===== src/rtl/homography_query_arbiter.sv =====
// Round-robin arbiter sharing one pipelined homography engine between two requesters.
// Optional MISMATCH_CHECK_EN: store issued coordinates per tag and flag echo mismatches.
module homography_query_arbiter #(
    parameter int unsigned MAX_INFLIGHT = 5,
    parameter int unsigned XW           = 10
) (
    input  logic          clk_25,
    input  logic          rst,
    input  logic          req0_valid,
    input  logic [XW-1:0] req0_x,
    input  logic [XW-1:0] req0_y,
    output logic          req0_ready,
    input  logic          req1_valid,
    input  logic [XW-1:0] req1_x,
    input  logic [XW-1:0] req1_y,
    output logic          req1_ready,
    output logic [XW-1:0] query_x,
    output logic [XW-1:0] query_y,
    output logic          start,
    input  logic          ready,
    input  logic [XW-1:0] return_x,
    input  logic [XW-1:0] return_y,
    input  logic [4:0]    r,
    input  logic [5:0]    g,
    input  logic [4:0]    b,
    output logic          rsp0_val,
    output logic          rsp1_val,
    output logic [XW-1:0] rsp_x,
    output logic [XW-1:0] rsp_y,
    output logic [4:0]    rsp_r,
    output logic [5:0]    rsp_g,
    output logic [4:0]    rsp_b,
    output logic          underflow,
    output logic          mismatch
);

    localparam int unsigned PtrW = (MAX_INFLIGHT > 1) ? $clog2(MAX_INFLIGHT) : 1;
    localparam int unsigned CntW = $clog2(MAX_INFLIGHT + 1);
    localparam logic [CntW-1:0] MaxCnt  = CntW'(MAX_INFLIGHT);
    localparam logic [PtrW-1:0] LastPtr = PtrW'(MAX_INFLIGHT - 1);

    logic [CntW-1:0] inflight_q;
    logic [PtrW-1:0] wr_ptr_q;
    logic [PtrW-1:0] rd_ptr_q;
    logic            rr_q;

    logic            can_issue;
    logic            grant0;
    logic            grant1;
    logic            transfer;
    logic            pop;
    logic            head_id;
    logic [XW-1:0]   grant_x;
    logic [XW-1:0]   grant_y;

    logic            id_mem [MAX_INFLIGHT];

    function automatic logic [PtrW-1:0] ptr_inc(input logic [PtrW-1:0] p);
        return (p == LastPtr) ? '0 : p + PtrW'(1);
    endfunction

    // A return in the same cycle frees a slot, so a full engine can still accept one query.
    assign can_issue = (inflight_q < MaxCnt) || ready;

    // rr_q=1 means requester 1 has priority when both are valid.
    always_comb begin
        grant0 = 1'b0;
        grant1 = 1'b0;
        if (!rst && can_issue) begin
            if (req0_valid && req1_valid) begin
                grant0 = ~rr_q;
                grant1 = rr_q;
            end else begin
                grant0 = req0_valid;
                grant1 = req1_valid;
            end
        end
    end

    assign req0_ready = grant0;
    assign req1_ready = grant1;
    assign transfer   = grant0 | grant1;
    assign grant_x    = grant1 ? req1_x : req0_x;
    assign grant_y    = grant1 ? req1_y : req0_y;
    assign pop        = ready && (inflight_q != '0);
    assign head_id    = id_mem[rd_ptr_q];

    // Tag storage carries no reset; occupancy is tracked solely by inflight_q.
    always_ff @(posedge clk_25) begin
        if (transfer) begin
            id_mem[wr_ptr_q] <= grant1;
        end
    end

    always_ff @(posedge clk_25) begin
        if (rst) begin
            inflight_q <= '0;
            wr_ptr_q   <= '0;
            rd_ptr_q   <= '0;
            rr_q       <= 1'b0;
            start      <= 1'b0;
            query_x    <= '0;
            query_y    <= '0;
            rsp0_val   <= 1'b0;
            rsp1_val   <= 1'b0;
            rsp_x      <= '0;
            rsp_y      <= '0;
            rsp_r      <= '0;
            rsp_g      <= '0;
            rsp_b      <= '0;
            underflow  <= 1'b0;
        end else begin
            if (transfer) begin
                wr_ptr_q <= ptr_inc(wr_ptr_q);
                rr_q     <= grant0;
                query_x  <= grant_x;
                query_y  <= grant_y;
            end
            start <= transfer;

            if (pop) begin
                rd_ptr_q <= ptr_inc(rd_ptr_q);
                rsp_x    <= return_x;
                rsp_y    <= return_y;
                rsp_r    <= r;
                rsp_g    <= g;
                rsp_b    <= b;
            end
            rsp0_val <= pop && !head_id;
            rsp1_val <= pop && head_id;

            unique case ({transfer, pop})
                2'b10:   inflight_q <= inflight_q + CntW'(1);
                2'b01:   inflight_q <= inflight_q - CntW'(1);
                default: inflight_q <= inflight_q;
            endcase

            if (ready && (inflight_q == '0)) begin
                underflow <= 1'b1;
            end
        end
    end

`ifdef MISMATCH_CHECK_EN
    logic [XW-1:0] x_mem [MAX_INFLIGHT];
    logic [XW-1:0] y_mem [MAX_INFLIGHT];

    always_ff @(posedge clk_25) begin
        if (transfer) begin
            x_mem[wr_ptr_q] <= grant_x;
            y_mem[wr_ptr_q] <= grant_y;
        end
    end

    always_ff @(posedge clk_25) begin
        if (rst) begin
            mismatch <= 1'b0;
        end else if (pop && ((return_x != x_mem[rd_ptr_q]) || (return_y != y_mem[rd_ptr_q]))) begin
            mismatch <= 1'b1;
        end
    end
`else
    assign mismatch = 1'b0;
`endif

endmodule

===== config.mk =====
export PLATFORM = sky130hd
export DESIGN_NAME = homography_query_arbiter
export DESIGN_NICKNAME = d
export VERILOG_FILES = /design/src/rtl/homography_query_arbiter.sv
export SDC_FILE = /design/constraint.sdc
export NUM_CORES = 1
export LEC_CHECK = 0
export ABC_AREA = 1
export ABC_CLOCK_PERIOD_IN_PS = 4100
export BUFFER_PORTS_ARGS = -buffer_cell sky130_fd_sc_hd__buf_2
export CAP_MARGIN = 25
export CORE_MARGIN = 1.5
export CORE_UTILIZATION = 51
export CTS_CLUSTER_SIZE = 8
export DETAILED_ROUTE_END_ITERATION = 8
export PLACE_DENSITY = 0.84
export SLEW_MARGIN = 20
export SYNTH_ARGS = -nofsm -noshare
export SYNTH_HDL_FRONTEND = slang
export SYNTH_SLANG_ARGS = --single-unit

===== constraint.sdc =====
create_clock -name clk_25 -period 4.1 [get_ports clk_25]
set_input_delay 0.82 -clock clk_25 [delete_from_list [all_inputs] [get_ports clk_25]]
set_output_delay 0.82 -clock clk_25 [all_outputs]
set_load 0.01 [all_outputs]

==> flow_metrics.tcl <==
set metrics [dict create \
    critical_path_arrival_ns 3.21 \
    worst_r2r_path_depth 13 \
    post_cts.resized_instances 0 \
    maximum_number_of_pins_on_one_net_before_global_route_repair 48 \
    postSynthCellCount 454 \
    synthesis.area_mm2 0.00341 \
    timing.final.setup_violations 0 \
    die_width_um 84.8 \
    violations "design-rule violations" \
    cts_hold_buf 0 \
    hold_violations 0 \
    post-dp-hpwl_um 5510 \
    slew_violations 0 \
    cellLeakagePower_nw 2.18 \
    timing.final.crit_period_ns 2.98 \
    insertion_delay_ns 0.34 \
    syn_to_final_growth_pct 25.1 \
    wl_per_cell_um 11.7 \
    drt_pre_antenna_iters 8 \
    synth_edf_count 5 \
    groute.usage.overall 0.224 \
    top_count_cell_post_synth "sky130_fd_sc_hd__nor2_1" \
    clkSlewWorstSetupHoldPaths_ns 0.07 \
    placement.io_buffers 142 \
    cp-start-kind "input pin" \
    nets 669 \
    starting_drt_drc_count 130 \
    finish.utilization 0.665 \
    antenna_left 0 \
    timing.critical_path.fanout_max 46 \
    clock_tree.root_cell "sky130_fd_sc_hd__clkbuf_8" \
    vdd_drop_max_v 0.000316 \
    synthesis.nets 541 \
    die_h_um 84.8 \
    pin_count 144 \
    grt_antenna_before_repair 0 \
    clock_path_buffers 2 \
    max_slew.worst_pin.slew_ns 0.521 \
    setup_total_negative_slack_ns 0 \
    cts_tree "yes" \
    worst_setup_end_kind "flip-flop" \
    synthDistinctLibCells 29 \
    postSynth.topFlopCell "sky130_fd_sc_hd__dfxtp_1" \
    power_density_mw_per_mm2 571 \
    cts_setup_buffers 0 \
    finalClockSkew_ns 0.0103 \
    max_slew_margin 0.653 \
    final_min_period_over_clock_period 0.728 \
    fp-row-count 29 \
    grt_pass1_wl_um 13100 \
    post_route_cells_drive_above_1_share 0.297 \
    initial_core_util 0.531 \
    vias 3330 \
    max_cap_violations 0 \
    die-area_mm2 0.00719 \
    grt_setup_unrepaired "false" \
    cp_data_required_time_ns 4.33 \
    setup.worst_path.class "input pin to flip-flop" \
    fmax_achieved_ghz 0.335 \
    synth_sequential_area_ratio 0.472 \
    hold_path.class "flip-flop to flip-flop" \
    ys_warn_count 0 \
    htree_levels 3 \
    hold_path_depth 2 \
    async_flop_share 0 \
    core_area_mm2 0.00642 \
    synth_top_area_frac 0.428 \
    synthDominantAreaCellType "sky130_fd_sc_hd__dfxtp_1" \
    antenna-diode-count 0 \
    remaining_design_rule_violation_count 4 \
    syn_avg_cell_area_um2 7.52 \
    synth.ff_latch_count 78 \
    post_synth_most_frequent_cells "125 x sky130_fd_sc_hd__nor2_1, 79 x sky130_fd_sc_hd__nand2_1, 73 x sky130_fd_sc_hd__dfxtp_1" \
    global_route.overflow_total 0 \
    synth_area_leaders "sky130_fd_sc_hd__dfxtp_1 43%, sky130_fd_sc_hd__nor2_1 14%, sky130_fd_sc_hd__nand2_1 8.7%" \
    totalWireLength_um 7780 \
    gp_routability_congestion 0.820 \
    clock_sink_count 78 \
    num-fill-cells 590 \
    numCtsBuffers 9 \
    via_count_of_the_first_global_routing_pass 2999 \
    drt-vias-per-instance 5.02 \
    status "finished with violations" \
]
==> final timing paths <==
kind / from / slack [ns] / endpoint
worst max-delay path: ready / 1.12 / inflight_q[2]
worst min-delay path: underflow / 0.48 / underflow
worst max register to register: inflight_q[2] / 1.36 / inflight_q[2]
worst min register to register: underflow / 0.48 / underflow
==> layout by cell type, fill, tap and decap left out <==
cell type and n:
sky130_fd_sc_hd__o21ai_0 43, sky130_fd_sc_hd__nor2_2 1, sky130_fd_sc_hd__or2_2 1, sky130_fd_sc_hd__nand2_1 79
sky130_fd_sc_hd__inv_4 2, sky130_fd_sc_hd__conb_1 1, sky130_fd_sc_hd__xnor2_1 1, sky130_fd_sc_hd__nand2_4 2
sky130_fd_sc_hd__clkinvlp_4 1, sky130_fd_sc_hd__nand3_4 2, sky130_fd_sc_hd__edfxtp_1 5, sky130_fd_sc_hd__clkbuf_1 1
sky130_fd_sc_hd__o211ai_1 1, sky130_fd_sc_hd__clkinv_2 1, sky130_fd_sc_hd__fa_1 1, sky130_fd_sc_hd__nand4_1 21
sky130_fd_sc_hd__nand3b_1 21, sky130_fd_sc_hd__buf_2 142, sky130_fd_sc_hd__ha_1 5, sky130_fd_sc_hd__buf_4 5
sky130_fd_sc_hd__a21oi_1 11, sky130_fd_sc_hd__clkbuf_8 11, sky130_fd_sc_hd__inv_1 16, sky130_fd_sc_hd__nor3_1 1
sky130_fd_sc_hd__nand3_1 7, sky130_fd_sc_hd__nor2_1 125, sky130_fd_sc_hd__nor3_2 2, sky130_fd_sc_hd__inv_2 4
sky130_fd_sc_hd__dfxtp_1 73
==> cell type report <==
type / instances / area, um^2 / area share
clock buffer: 12 / 155 / 0.0363
clock inverter: 3 / 18.8 / 0.00440
inverter: 21 / 81.3 / 0.0191
multi-input combinational: 325 / 1560 / 0.365
sequential: 78 / 1610 / 0.377
tap: 77 / 96.3 / 0.0226
timing repair buffer: 147 / 748 / 0.175
==> critical path: stages <==
cell                      delay (ns)
sky130_fd_sc_hd__buf_2          0.12
sky130_fd_sc_hd__nor2_2         0.16
sky130_fd_sc_hd__nand2_4        0.19
sky130_fd_sc_hd__nand3_4        0.42
sky130_fd_sc_hd__nand2_4        0.12
sky130_fd_sc_hd__inv_4          0.23
sky130_fd_sc_hd__ha_1           0.20
sky130_fd_sc_hd__inv_1          0.07
sky130_fd_sc_hd__fa_1           0.38
sky130_fd_sc_hd__a21oi_1        0.15
sky130_fd_sc_hd__o21ai_0        0.11
sky130_fd_sc_hd__o21ai_0        0.16
sky130_fd_sc_hd__a21oi_1        0.06
==> logic make-up after synthesis <==
family | Yosys count | share of synthesized area
AO/OA/AOI/OAI | 55 | 0.0814
XOR/XNOR | 1 | 0.00257
adder cells (fa/ha/maj) | 6 | 0.0242
buffers and inverters | 51 | 0.0711
flip-flops | 78 | 0.472
other | 1 | 0.00110
AND/OR/NAND/NOR | 262 | 0.347
==> registers in the layout (all words and copies together), names as in the netlist, named ones only <==
| name | flops |
|---|---|
| query_x | 10 |
| rsp_r | 5 |
| inflight_q | 3 |
| id_mem | 5 |
| underflow | 1 |
| rsp0_val | 1 |
| rr_q | 1 |
| rd_ptr_q | 3 |
| rsp_y | 10 |
| rsp_g | 6 |
| rsp_x | 10 |
| query_y | 10 |
| start | 1 |
| wr_ptr_q | 3 |
| rsp_b | 5 |
| rsp1_val | 1 |
==> per-stage QoR <==
step                area, um^2  hold slack [ns]  total power (W)  cells  setup WS, ns
detailed placement        4100            0.461          0.00195    648         0.800
CTS                       4270            0.472          0.00246    663          1.13
global route              4270            0.502          0.00262    663         0.815
global placement          4100            0.457          0.00191    648         0.899
floorplan                 3410            0.458          0.00165    454          1.59
finish                    4270            0.479          0.00244    663          1.12
==> routing by layer <==
layer  global-route usage  vias to the layer above  wire length (um)
met3               0.0433                       21               332
li1                     -                     1719                 -
met1                0.265                     1511              3370
met2                0.383                       79              3860
met5                    0                        -                 0
met4                0.121                        0               217
==> where the power goes <==
part	internal, W	switching (W)	leakage [nW]	total, W
sequential	0.000963	0.0000919	0.647	0.00106
clock	0.000249	0.000260	0.0888	0.000510
combinational	0.000339	0.000534	1.44	0.000872
total	0.00155	0.000886	2.18	0.00244
Note: power is estimated with default switching activity, not from simulation.
